===== src/rtl/im_arbiter_if.sv =====
// Instruction-memory arbiter bus: CPU fetch port, loader write port and memory side.
// The slave modport is the arbiter; master is whatever surrounds it (CPU, loader, memory).
interface im_arbiter_if #(
  parameter int data_size = 32,
  parameter int addr_size = 10
);
  logic                 fetch_req;
  logic [addr_size-1:0] fetch_addr;
  logic                 fetch_ack;
  logic                 fetch_valid;
  logic [data_size-1:0] fetch_data;

  logic                 wr_req;
  logic [addr_size-1:0] wr_addr;
  logic [data_size-1:0] wr_data;
  logic                 wr_ack;

  logic [addr_size-1:0] IM_address;
  logic                 IM_enable_mem;
  logic                 IM_enable_fetch;
  logic                 IM_enable_write;
  logic [data_size-1:0] IMin;
  logic [data_size-1:0] IMout;

  logic                 busy;

  modport slave (
    input  fetch_req, fetch_addr, wr_req, wr_addr, wr_data, IMout,
    output fetch_ack, fetch_valid, fetch_data, wr_ack,
           IM_address, IM_enable_mem, IM_enable_fetch, IM_enable_write, IMin, busy
  );

  modport master (
    output fetch_req, fetch_addr, wr_req, wr_addr, wr_data, IMout,
    input  fetch_ack, fetch_valid, fetch_data, wr_ack,
           IM_address, IM_enable_mem, IM_enable_fetch, IM_enable_write, IMin, busy
  );
endinterface


===== src/rtl/im_arbiter.sv =====
// Round-robin arbiter sharing one synchronous instruction memory between CPU fetches
// and loader writes; every memory-side and handshake output is registered.
module im_arbiter #(
  parameter int data_size = 32,
  parameter int addr_size = 10
) (
  input  logic        clk,
  input  logic        reset,
  im_arbiter_if.slave bus
);

  typedef enum logic [1:0] {IDLE, RD_ISSUE, RD_DATA, WR_ISSUE} state_t;
  typedef enum logic {GRANT_FETCH, GRANT_WRITE} grant_t;

  localparam logic [data_size-1:0] data_zero = '0;
  localparam logic [addr_size-1:0] addr_zero = '0;

  state_t state;
  grant_t last_grant;

  // NOTE: all state and outputs live in one clocked block with non-blocking
  // assignments, so every output is a flop and reads see pre-edge values.
  always_ff @(posedge clk) begin
    if (reset) begin
      state               <= IDLE;
      last_grant          <= GRANT_FETCH;
      bus.IM_address      <= addr_zero;
      bus.IMin            <= data_zero;
      bus.IM_enable_mem   <= 1'b0;
      bus.IM_enable_fetch <= 1'b0;
      bus.IM_enable_write <= 1'b0;
      bus.fetch_ack       <= 1'b0;
      bus.wr_ack          <= 1'b0;
      bus.fetch_valid     <= 1'b0;
      bus.fetch_data      <= data_zero;
      bus.busy            <= 1'b0;
    end else begin
      // Handshake outputs are single-cycle pulses unless re-raised below.
      bus.fetch_ack   <= 1'b0;
      bus.wr_ack      <= 1'b0;
      bus.fetch_valid <= 1'b0;

      case (state)
        IDLE: begin
          // On a tie the side not served last wins.
          if (bus.wr_req && (!bus.fetch_req || last_grant == GRANT_FETCH)) begin
            bus.IM_address      <= bus.wr_addr;
            bus.IMin            <= bus.wr_data;
            bus.IM_enable_mem   <= 1'b1;
            bus.IM_enable_write <= 1'b1;
            bus.IM_enable_fetch <= 1'b0;
            bus.wr_ack          <= 1'b1;
            bus.busy            <= 1'b1;
            last_grant          <= GRANT_WRITE;
            state               <= WR_ISSUE;
          end else if (bus.fetch_req) begin
            bus.IM_address      <= bus.fetch_addr;
            bus.IM_enable_mem   <= 1'b1;
            bus.IM_enable_fetch <= 1'b1;
            bus.IM_enable_write <= 1'b0;
            bus.fetch_ack       <= 1'b1;
            bus.busy            <= 1'b1;
            last_grant          <= GRANT_FETCH;
            state               <= RD_ISSUE;
          end else begin
            bus.IM_enable_mem   <= 1'b0;
            bus.IM_enable_fetch <= 1'b0;
            bus.IM_enable_write <= 1'b0;
          end
        end

        RD_ISSUE: begin
          bus.IM_enable_mem   <= 1'b0;
          bus.IM_enable_fetch <= 1'b0;
          bus.IM_enable_write <= 1'b0;
          state               <= RD_DATA;
        end

        RD_DATA: begin
          // Memory output is valid one cycle after the read edge.
          bus.fetch_data  <= bus.IMout;
          bus.fetch_valid <= 1'b1;
          bus.busy        <= 1'b0;
          state           <= IDLE;
        end

        WR_ISSUE: begin
          bus.IM_enable_mem   <= 1'b0;
          bus.IM_enable_fetch <= 1'b0;
          bus.IM_enable_write <= 1'b0;
          bus.busy            <= 1'b0;
          state               <= IDLE;
        end

        default: begin
          bus.busy <= 1'b0;
          state    <= IDLE;
        end
      endcase
    end
  end

endmodule


===== src/flat_wrapper.sv =====
// flat-port wrapper written by rule: the top's interface ports become plain ports
module im_arbiter_flat 
#(
  parameter int data_size = 32,
  parameter int addr_size = 10
)
  (clk, reset, bus_fetch_req, bus_fetch_addr, bus_wr_req, bus_wr_addr, bus_wr_data, bus_IMout, bus_fetch_ack, bus_fetch_valid, bus_fetch_data, bus_wr_ack, bus_IM_address, bus_IM_enable_mem, bus_IM_enable_fetch, bus_IM_enable_write, bus_IMin, bus_busy);
  im_arbiter_if #(.data_size(data_size), .addr_size(addr_size)) bus_i ();
  input  logic clk;
  input  logic reset;
  input wire logic [$bits(bus_i.fetch_req)-1:0] bus_fetch_req;
  input wire logic [$bits(bus_i.fetch_addr)-1:0] bus_fetch_addr;
  input wire logic [$bits(bus_i.wr_req)-1:0] bus_wr_req;
  input wire logic [$bits(bus_i.wr_addr)-1:0] bus_wr_addr;
  input wire logic [$bits(bus_i.wr_data)-1:0] bus_wr_data;
  input wire logic [$bits(bus_i.IMout)-1:0] bus_IMout;
  output wire logic [$bits(bus_i.fetch_ack)-1:0] bus_fetch_ack;
  output wire logic [$bits(bus_i.fetch_valid)-1:0] bus_fetch_valid;
  output wire logic [$bits(bus_i.fetch_data)-1:0] bus_fetch_data;
  output wire logic [$bits(bus_i.wr_ack)-1:0] bus_wr_ack;
  output wire logic [$bits(bus_i.IM_address)-1:0] bus_IM_address;
  output wire logic [$bits(bus_i.IM_enable_mem)-1:0] bus_IM_enable_mem;
  output wire logic [$bits(bus_i.IM_enable_fetch)-1:0] bus_IM_enable_fetch;
  output wire logic [$bits(bus_i.IM_enable_write)-1:0] bus_IM_enable_write;
  output wire logic [$bits(bus_i.IMin)-1:0] bus_IMin;
  output wire logic [$bits(bus_i.busy)-1:0] bus_busy;
  assign bus_i.fetch_req = bus_fetch_req;
  assign bus_i.fetch_addr = bus_fetch_addr;
  assign bus_i.wr_req = bus_wr_req;
  assign bus_i.wr_addr = bus_wr_addr;
  assign bus_i.wr_data = bus_wr_data;
  assign bus_i.IMout = bus_IMout;
  assign bus_fetch_ack = bus_i.fetch_ack;
  assign bus_fetch_valid = bus_i.fetch_valid;
  assign bus_fetch_data = bus_i.fetch_data;
  assign bus_wr_ack = bus_i.wr_ack;
  assign bus_IM_address = bus_i.IM_address;
  assign bus_IM_enable_mem = bus_i.IM_enable_mem;
  assign bus_IM_enable_fetch = bus_i.IM_enable_fetch;
  assign bus_IM_enable_write = bus_i.IM_enable_write;
  assign bus_IMin = bus_i.IMin;
  assign bus_busy = bus_i.busy;
  im_arbiter #(.data_size(data_size), .addr_size(addr_size)) u_core (.clk(clk), .reset(reset), .bus(bus_i));
endmodule

===== config.mk =====
export PLATFORM = sky130hd
export DESIGN_NAME = im_arbiter_flat
export DESIGN_NICKNAME = d
export VERILOG_FILES = /design/src/rtl/im_arbiter_if.sv /design/src/rtl/im_arbiter.sv /design/src/flat_wrapper.sv
export SDC_FILE = /design/constraint.sdc
export NUM_CORES = 1
export LEC_CHECK = 0
export CORE_MARGIN = 5
export CORE_UTILIZATION = 40
export CTS_CLUSTER_SIZE = 12
export DETAILED_ROUTE_END_ITERATION = 6
export PLACE_DENSITY_LB_ADDON = 0.25
export RECOVER_POWER = 100
export SLEW_MARGIN = 5
export SYNTH_ARGS = -nofsm -noshare
export SYNTH_HDL_FRONTEND = slang
export SYNTH_SLANG_ARGS = --single-unit

===== constraint.sdc =====
create_clock -name clk -period 2.4 [get_ports clk]
set_input_delay 0.6 -clock clk [delete_from_list [all_inputs] [get_ports clk]]
set_output_delay 0.6 -clock clk [all_outputs]
set_load 0.02 [all_outputs]

==> impl_metrics.csv <==
group,metric,value,unit
status,status,"finished, final reports clean",
routing,drtAntennaViolNets,0,
clocking,path_clk_slew,80,ps
timing,timing.final.crit_share,84.06,%
die,num_rows,32,
setup_path,timing.rr.end,"u_core.bus.fetch_data[22]$_SDFFE_PP0P_",
cells_and_area,drive_gt1_share,5.794,%
clocking,numClockSinks,84,
clocking,cts_buffer_depth,2,
pwr,p_comb_share,22.6,%
timing,finClkSkew,12.76,ps
die,fp.dieW,100.1,um
clocking,cts_tree,"built",
cells_and_area,layout_commonest_cell,"nand2_1",
cells_and_area,nets,618,
cells_and_area,utilization,65.83,%
timing,maxSlewViolCount,0,
yosys,syn_area,0.003246,mm2
pwr,p_sw_share,28.47,%
grt,grt_pass1_wl,15830,um
die,start_util,41.57,%
yosys,ys_seq_area_share,51.81,%
clocking,hold_buffers,0,
die,die-area,0.01002,mm2
cells_and_area,area.growth.synth_to_final,58.37,%
clocking,cts_root_buf,"clkbuf_8",
grt,grt_usage,19.48,%
routing,via_per_inst,5.159,
hold_path,holdPathStages,2,
grt,antenna_found_initial,0,
pwr,powerDensity,670.6,mW/mm2
timing,period_minus_slack,2017,ps
setup_path,rrSetupSlack,630,ps
grt,grt_pass1_vias,3237,
routing,drt_iter0_markers,91,
setup_path,r2r-start,"u_core.state[0]$_SDFFE_PP0P_",
timing,finalSetupViolCount,0,
placed_design,pre_cts_slack,279.7,ps
timing,fmax,0.4957,GHz
routing,drt_pass1_iterations,4,
pwr,peakVddDrop,0.3729,mV
timing,hold_viol_final,0,
hold_path,min_from,"u_core.bus.fetch_data[24]$_SDFFE_PP0P_",
timing,worst_pin_slew,745.3,ps
setup_path,slowest_delay,590,ps
yosys,synth-seq-cells,84,
clocking,worstSkewPairLatency,340,ps
clocking,htreeDepth,3,
clocking,cts_buffers,9,
hold_path,hold_end,"u_core.bus.fetch_data[24]$_SDFFE_PP0P_",
routing,wl_per_cell,15.64,um
timing,slew_headroom,50.21,%
yosys,yosys_warnings,0,
setup_path,r2r_cells,5,
job,cap_violations,0,
yosys,ys_types,22,
cells_and_area,antennaDiodeCount,0,
cells_and_area,final_cell_mix,"88 x nand2_1, 85 x clkdlybuf4s50_1, 84 x dfxtp_1",
routing,routed_wl,9965,um
routing,drc,0,
placed_design,place_congestion,0.7490,
yosys,synthCells,381,
timing,rsz0062_at_grt,"no",
setup_path,criticalPathCategory,"in -> reg",
pwr,power_leakage,2.090,nW
setup_path,crit_chain,"dlygate4sd3_1, a21boi_4, clkbuf_2, nand2_1, a311oi_1",
pwr,clockPowerShare,32.5,%
setup_path,worstSetupStartpointType,"input pin",
die,core-area,0.007807,mm2
grt,overflow,0,
die,pin_count,169,
clocking,cts_resized,0,
setup_path,crit_slowest_cell,"dlygate4sd3_1",
setup_path,critPathArrivalTime,2260,ps
placed_design,port_buffers,168,
pwr,p_seq_share,44.9,%
setup_path,end_kind,"register",
yosys,syn_area_per_cell,8.519,um2
timing,finalWorstSetupSlack,382.7,ps
timing,fin_setup_tns,0,ps
yosys,syn_nets,469,
placed_design,dpl.hpwl,7112,um
setup_path,critPathMaxFanout,26,
die,fp.dieH,100.1,um
grt,grt_start_max_net_pins,62,
timing,fin_hold_ws,455.4,ps
clocking,post_cts_buffers,0,
hold_path,min_path_type,"reg -> reg",
pwr,p_int,0.002465,W
setup_path,required,2640,ps
routing,vias,3286,
pwr,p_sw,0.0009812,W
how the worst max path moves through the flow:
| stage | slack, ps | end | start |
|---|---|---|---|
| after CTS | 470 | bus_fetch_data[0] | u_core.bus.fetch_data[0]$_SDFFE_PP0P_ |
| after global routing | 240 | u_core.bus.IM_address[2]$_SDFFE_PP0P_ | bus_wr_req |
| after floorplan | 950 | u_core.bus.IMin[11]$_SDFFE_PP0P_ | bus_wr_req |
| final | 380 | u_core.bus.IM_address[1]$_SDFFE_PP0P_ | bus_wr_req |
| after global placement | 330 | u_core.bus.IM_enable_fetch$_SDFFE_PP0P_ | bus_fetch_req |
| after detailed placement | 280 | u_core.bus.IM_address[3]$_SDFFE_PP0P_ | bus_fetch_req |
flip-flops by register name, indices dropped and copies added, names as in the netlist:
signal	count
u_core.bus.IM_enable_fetch	1
u_core.bus.fetch_data	32
u_core.bus.wr_ack	1
u_core.bus.IM_enable_mem	1
u_core.bus.busy	1
u_core.bus.fetch_ack	1
u_core.last_grant	1
u_core.state	2
u_core.bus.IM_address	10
u_core.bus.IM_enable_write	1
u_core.bus.IMin	32
u_core.bus.fetch_valid	1
final cells by class:
class                   count  area (um2)
clock buffers              10       137.6
clock inverters             6       87.58
fillers                   676        2668
multi-input cells         258        1351
flip-flops and latches     84        1682
well taps                 102       127.6
repair buffers            177        1754
layer usage:
layer / up-vias / track usage, % / routed length [um]
met5: - / 0 / 0
li1: 1631 / - / -
met4: 0 / 7.668 / 219
met1: 1521 / 22.98 / 3970
met3: 16 / 5.212 / 753
met2: 118 / 33.66 / 5022
power by group through the flow:
stage	clock network [W]	logic (W)	registers (W)
2_1_floorplan	0	0.000302	0.00170
3_3_place_gp	0	0.000810	0.00158
3_5_place_dp	0	0.000823	0.00159
4_1_cts	0.00114	0.000826	0.00155
5_1_grt	0.00121	0.000843	0.00156
6_report	0.00112	0.000778	0.00155
through the flow:
step | total power [W] | cell area, um2 | cells
floorplan | 0.002003 | 3246 | 381
global placement | 0.002391 | 4925 | 621
detailed placement | 0.002409 | 4925 | 621
CTS | 0.003516 | 5150 | 637
global route | 0.003612 | 5140 | 637
finish | 0.003447 | 5140 | 637
kinds of logic (layout without fill, tap and decap cells):
| logic type | Yosys count | in the layout | share of synthesized area (%) |
|---|---|---|---|
| AND/OR/NAND/NOR | 134 | 134 | 17.89 |
| flip-flops | 84 | 84 | 51.81 |
| AO/OA/AOI/OAI | 124 | 124 | 23.52 |
| buffers and inverters | 39 | 193 | 6.785 |
critical path, delay by kind of cell:
family | cells | cell delay (ps)
buffers and inverters | 2 | 1050
AOI/OAI and AO/OA | 2 | 490
and+or+nand+nor | 1 | 100
cells in the mapped netlist, drive strengths merged:
master,number,area (um2)
a21bo,1,10.01
a21boi,1,18.77
a21oi,78,390.4
a311oi,10,87.58
a31o,1,8.760
and4b,1,10.01
buf,26,171.4
clkbuf,13,48.80
dfxtp,84,1682
nand2,88,330.3
nand2b,2,12.51
nand3,32,160.2
nor2,7,33.78
nor2b,1,6.260
nor3,2,21.27
o31ai,33,247.7
or2,1,6.260
Power figures use the tool's default switching activity.
